===== config.mk =====
export PLATFORM = sky130hd
export DESIGN_NAME = pipe_stall_ctrl
export DESIGN_NICKNAME = d
export VERILOG_FILES = /design/src/rtl/pipe_stall_ctrl_pkg.sv /design/src/rtl/pipe_stall_ctrl_sat_counter.sv /design/src/rtl/pipe_stall_ctrl.sv
export SDC_FILE = /design/constraint.sdc
export NUM_CORES = 1
export LEC_CHECK = 0
export ABC_CLOCK_PERIOD_IN_PS = 4450
export BUFFER_PORTS_ARGS = -buffer_cell sky130_fd_sc_hd__buf_2
export CAP_MARGIN = 20
export CELL_PAD_IN_SITES_DETAIL_PLACEMENT = 1
export CELL_PAD_IN_SITES_GLOBAL_PLACEMENT = 1
export CORE_MARGIN = 5
export CORE_UTILIZATION = 43
export CTS_CLUSTER_DIAMETER = 120
export DETAILED_ROUTE_END_ITERATION = 8
export PLACE_DENSITY_LB_ADDON = 0.1
export SETUP_SLACK_MARGIN = 0.05
export SLEW_MARGIN = 30
export SYNTH_ARGS = -nofsm -noshare
export SYNTH_HDL_FRONTEND = slang
export SYNTH_HIERARCHICAL = 1
export SYNTH_SLANG_ARGS = --single-unit
export TNS_END_PERCENT = 100

===== constraint.sdc =====
create_clock -name clk -period 4.45 [get_ports clk]
set_clock_uncertainty 0.15 [all_clocks]
set_input_delay 0.6675 -clock clk [delete_from_list [all_inputs] [get_ports clk]]
set_output_delay 0.6675 -clock clk [all_outputs]
set_load 0.02 [all_outputs]

===== src/rtl/pipe_stall_ctrl_pkg.sv =====
// Shared stage indices and vector type for the pipeline hazard controller.
package pipe_stall_ctrl_pkg;

  localparam int NUM_STAGES_DEF = 5;

  localparam int STG_IF  = 0;
  localparam int STG_ID  = 1;
  localparam int STG_EX  = 2;
  localparam int STG_MEM = 3;
  localparam int STG_WB  = 4;

  typedef logic [NUM_STAGES_DEF-1:0] stage_vec_t;

endpackage


===== src/rtl/pipe_stall_ctrl_sat_counter.sv =====
// Saturating up-counter with synchronous clear; clear wins over increment.
module pipe_stall_ctrl_sat_counter #(
  parameter int W = 16
) (
  input  logic         clk,
  input  logic         rst_n,
  input  logic         clr,
  input  logic         inc,
  output logic [W-1:0] cnt
);

  localparam logic [W-1:0] CNT_MAX = {W{1'b1}};
  localparam logic [W-1:0] CNT_ONE = {{(W-1){1'b0}}, 1'b1};

  logic [W-1:0] cnt_r;

  // Count register: sticks at all-ones instead of wrapping.
  always_ff @(posedge clk or negedge rst_n) begin
    if (!rst_n) begin
      cnt_r <= {W{1'b0}};
    end else if (clr) begin
      cnt_r <= {W{1'b0}};
    end else if (inc && (cnt_r != CNT_MAX)) begin
      cnt_r <= cnt_r + CNT_ONE;
    end else begin
      cnt_r <= cnt_r;
    end
  end

  assign cnt = cnt_r;

endmodule


===== src/rtl/pipe_stall_ctrl.sv =====
// Resolves per-stage stall/flush requests into advance enables and owns
// the per-stage valid bits plus bubble/flush perf counters.
module pipe_stall_ctrl
  import pipe_stall_ctrl_pkg::*;
#(
  parameter int NUM_STAGES = NUM_STAGES_DEF,
  parameter bit COLLAPSE   = 1'b1,
  parameter int CNT_W      = 16
) (
  input  logic                  clk,
  input  logic                  rst_n,
  input  logic [NUM_STAGES-1:0] stall_req,
  input  logic [NUM_STAGES-1:0] flush_req,
  input  logic                  cnt_clr,
  output logic [NUM_STAGES-1:0] adv,
  output logic [NUM_STAGES-1:0] valid,
  output logic [CNT_W-1:0]      bubble_cnt,
  output logic [CNT_W-1:0]      flush_cnt
);

  logic [NUM_STAGES-1:0] hold_s;
  logic [NUM_STAGES-1:0] fl_s;
  logic [NUM_STAGES-1:0] kill_s;
  logic [NUM_STAGES-1:0] valid_nxt_s;
  logic [NUM_STAGES-1:0] valid_r;

  // A flush from an empty stage carries no instruction and is ignored.
  assign fl_s = flush_req & valid_r;

  // Hold chain from writeback upward; an invalid stage absorbs back-pressure when collapsing.
  always_comb begin
    hold_s                 = {NUM_STAGES{1'b0}};
    hold_s[NUM_STAGES-1]   = stall_req[NUM_STAGES-1];
    for (int i = NUM_STAGES - 2; i >= 0; i--) begin
      hold_s[i] = stall_req[i] | (hold_s[i+1] & (valid_r[i+1] | !COLLAPSE));
    end
  end

  // Kill is the prefix-OR of honoured flushes in strictly older stages.
  always_comb begin
    kill_s               = {NUM_STAGES{1'b0}};
    for (int i = NUM_STAGES - 2; i >= 0; i--) begin
      kill_s[i] = kill_s[i+1] | fl_s[i+1];
    end
  end

  // Valid next-state: kill beats hold; an advancing stage behind a held one gets a bubble.
  always_comb begin
    valid_nxt_s         = valid_r;
    valid_nxt_s[STG_IF] = kill_s[STG_IF] ? 1'b0 : (hold_s[STG_IF] ? valid_r[STG_IF] : 1'b1);
    for (int i = 1; i < NUM_STAGES; i++) begin
      valid_nxt_s[i] = kill_s[i] ? 1'b0 :
                       (hold_s[i] ? valid_r[i] :
                        (valid_r[i-1] & ~hold_s[i-1] & ~kill_s[i-1]));
    end
  end

  // Per-stage valid register.
  always_ff @(posedge clk or negedge rst_n) begin
    if (!rst_n) begin
      valid_r <= {NUM_STAGES{1'b0}};
    end else begin
      valid_r <= valid_nxt_s;
    end
  end

  assign adv   = ~hold_s;
  assign valid = valid_r;

  pipe_stall_ctrl_sat_counter #(.W(CNT_W)) u_bubble_cnt (
    .clk   (clk),
    .rst_n (rst_n),
    .clr   (cnt_clr),
    .inc   (~valid_r[NUM_STAGES-1]),
    .cnt   (bubble_cnt)
  );

  pipe_stall_ctrl_sat_counter #(.W(CNT_W)) u_flush_cnt (
    .clk   (clk),
    .rst_n (rst_n),
    .clr   (cnt_clr),
    .inc   (|fl_s),
    .cnt   (flush_cnt)
  );

endmodule

==> metrics.yaml <==
sta:
  maxSlewHeadroom_pct: 40.63
  final.setup.tns_ps: 0
  min_period_ps: 2666
  period_share_pct: 59.91
  finalHoldViolCount: 0
  setup_violations: 0
  drv_slew: 0
  tightest_slew_ps: 883.9
  max_freq_mhz: 375.1
  rsz0062_at_grt: "no"
  hold_ws_ps: 192.0
global_routing:
  grt_pass1_vias: 2001
  top_usage_layer: "met2"
  grt_pass1_wl_mm: 9.715
  grt.overflow.total: 0
  grt_max_degree: 41
  met3_usage_pct: 3.769
  grt_usage_pct: 18.72
  met1_usage_pct: 24.55
  antenna_found_initial: 0
  grt_use_met2_pct: 31.61
clocking:
  cts_buffers: 5
  cts_tree: "yes"
  cts.sinks: 37
  cts_resized: 0
  clkTransAtPathRegs_ps: 80
  cts-hold-fix-buffers: 0
  clockRootBuffer: "clkbuf_8"
  clock_path_buffers: 2
  post_cts_buffers: 0
  htreeDepth: 2
  insertion_delay_ps: 290
final_layout:
  num_antenna_cells: 0
  fillers: 615
  nets: 298
  final_common_cell: "buf_2"
  drive_gt1_share_pct: 27.82
  layout_common_cells: "buf_2 (53), dfrtp_1 (37), a21oi_1 (25), nand2_1 (19), o31ai_1 (14)"
  syn_to_final_growth_pct: 17.88
yosys:
  synth_top_area_share_pct: 42.41
  synth-seq-cells: 37
  ys.flop_type: "dfrtp_1"
  synth_area_sq_um: 2183
  yosysWarnings: 6
  synth_async_sr_flop_share_pct: 100.0
  synth_largest_area_cell: "dfrtp_1"
  synth_edf_count: 0
  ys_seq_area_share_pct: 42.41
  netlist_instances: 232
  ys_types: 36
  syn-num-nets: 247
  synth_top_cells_by_area: "dfrtp_1 (42%), a21oi_1 (5.7%), o31ai_1 (4.8%)"
  syn_avg_cell_area_sq_um: 9.411
setup_path:
  critPathMaxFanout: 22
  cp_num_cells: 6
  arrival_ps: 2690
  crit_required_ps: 4470
  r2r_cells: 5
  cpPeakStageDelay_ps: 630
  cpMaxStageDelayCell: "a222oi_1"
  worstSetupPathType: "in2reg"
  path_cells: "buf_2, a222oi_1, nand3_1, inv_1, nor4_1, mux2_1"
  path_delay_family: "compound AO/OA/AOI/OAI gates"
  endpoint_kind: "flip-flop"
  critPathLaunchType: "input port"
  critPathBufInv: 2
floorplan:
  die_x_microns: 81.26
  fp.dieArea_sq_um: 6602
  core_sq_um: 5010
  row_count: 26
  die_h_microns: 81.26
  io_pins: 55
  initial_core_util_pct: 43.58
detailed_routing:
  ant_nets: 0
  drt_first_pass_iters: 4
  via_count: 2037
  routedWlPerCell_microns: 16.10
  routed_via_density: 5.754
  drc: 0
  routed_wl_mm: 5.700
  first_iter_violations: 53
placement:
  dpl.hpwl_mm: 3.981
  portBuffers: 54
  gp_congestion: 0.7410
min_path:
  min_path_type: "in2async"
pwr:
  leakage_nw: 1.209
  power_density_nw_per_um2: 315.4
  ir_worst_vdd_mv: 0.1861
run:
  cap_violations: 0
outcome:
  outcome: "finished clean"
routing by layer:
metal / vias to the layer above / share of wire (%)
li1: 998 / -
met1: 1000 / 46
met5: - / 0
met4: 0 / 1.0
met3: 5 / 3.0
met2: 34 / 49
final cells by class:
cell class | instances | area (sq um) | share of cell area, %
timing repair buffer | 54 | 272.8 | 10.60
multi-input combinational | 174 | 1164 | 45.21
clock buffer | 6 | 72.57 | 2.820
sequential | 37 | 925.9 | 35.97
inverter | 11 | 41.29 | 1.604
clock inverter | 2 | 10.01 | 0.3889
tap | 70 | 87.58 | 3.403
path summary, 6_finish.rpt:
check,startpoint,end,slack [ps]
max in group asynchronous,rst_n,u_flush_cnt/cnt[4],3610
min reg2reg,valid[1],valid[0],410
min in group clk,valid[1],valid[0],410
max reg2reg,valid[3],u_flush_cnt/cnt[11],1820
max,flush_req[4],u_flush_cnt/cnt[11],1780
min,rst_n,u_bubble_cnt/cnt[2],190
cell usage after synthesis (2+ instances only):
cell type / instances
nor2_1: 8
a21oi_1: 25
and3_1: 4
o31ai_1: 14
clkbuf_1: 8
nor4_1: 8
dfrtp_1: 37
nor3_1: 2
ha_1: 2
or3_2: 2
buf_6: 2
o21ai_0: 3
or3_1: 4
nand3b_1: 3
nand4_2: 2
mux2i_1: 2
o211ai_2: 2
nand3_1: 10
a211oi_2: 2
and4_2: 4
nand2_1: 19
or4_1: 10
o21ai_1: 6
nor2b_1: 8
nor4_4: 2
inv_1: 11
mux2_1: 8
nand4_1: 12
or4_2: 4
nand4b_1: 2
where the power goes:
part	switching, mW	internal [mW]
registers	0.0333	0.360
clock network	0.121	0.109
logic	0.130	0.0595
total	0.284	0.528
registers in the layout (all words and copies together), names as in the netlist:
register / flops
u_bubble_cnt/cnt: 16
u_flush_cnt/cnt: 16
valid: 5
through the flow:
stage	instance area [sq um]	util (%)	instances	setup WS [ps]	power, mW
2_1_floorplan	2183	-	232	1932	0.5242
3_3_place_gp	2489	49.68	346	1548	0.5872
3_5_place_dp	2489	49.68	346	1482	0.5921
4_1_cts	2571	51.32	354	1797	0.8293
5_1_grt	2574	51.37	354	1602	0.8643
6_report	2574	51.37	354	1784	0.8118
logic make-up (layout without fill, tap and decap cells):
group,Yosys count,after routing,share of synthesized area [%]
and+or+nand+nor,105,105,30.49
AOI/OAI and AO/OA,57,57,16.62
DFF,37,37,42.41
buffers and inverters,21,73,4.298
muxes,10,10,5.043
adders and majority gates,2,2,1.146
Power figures use the tool's default switching activity.
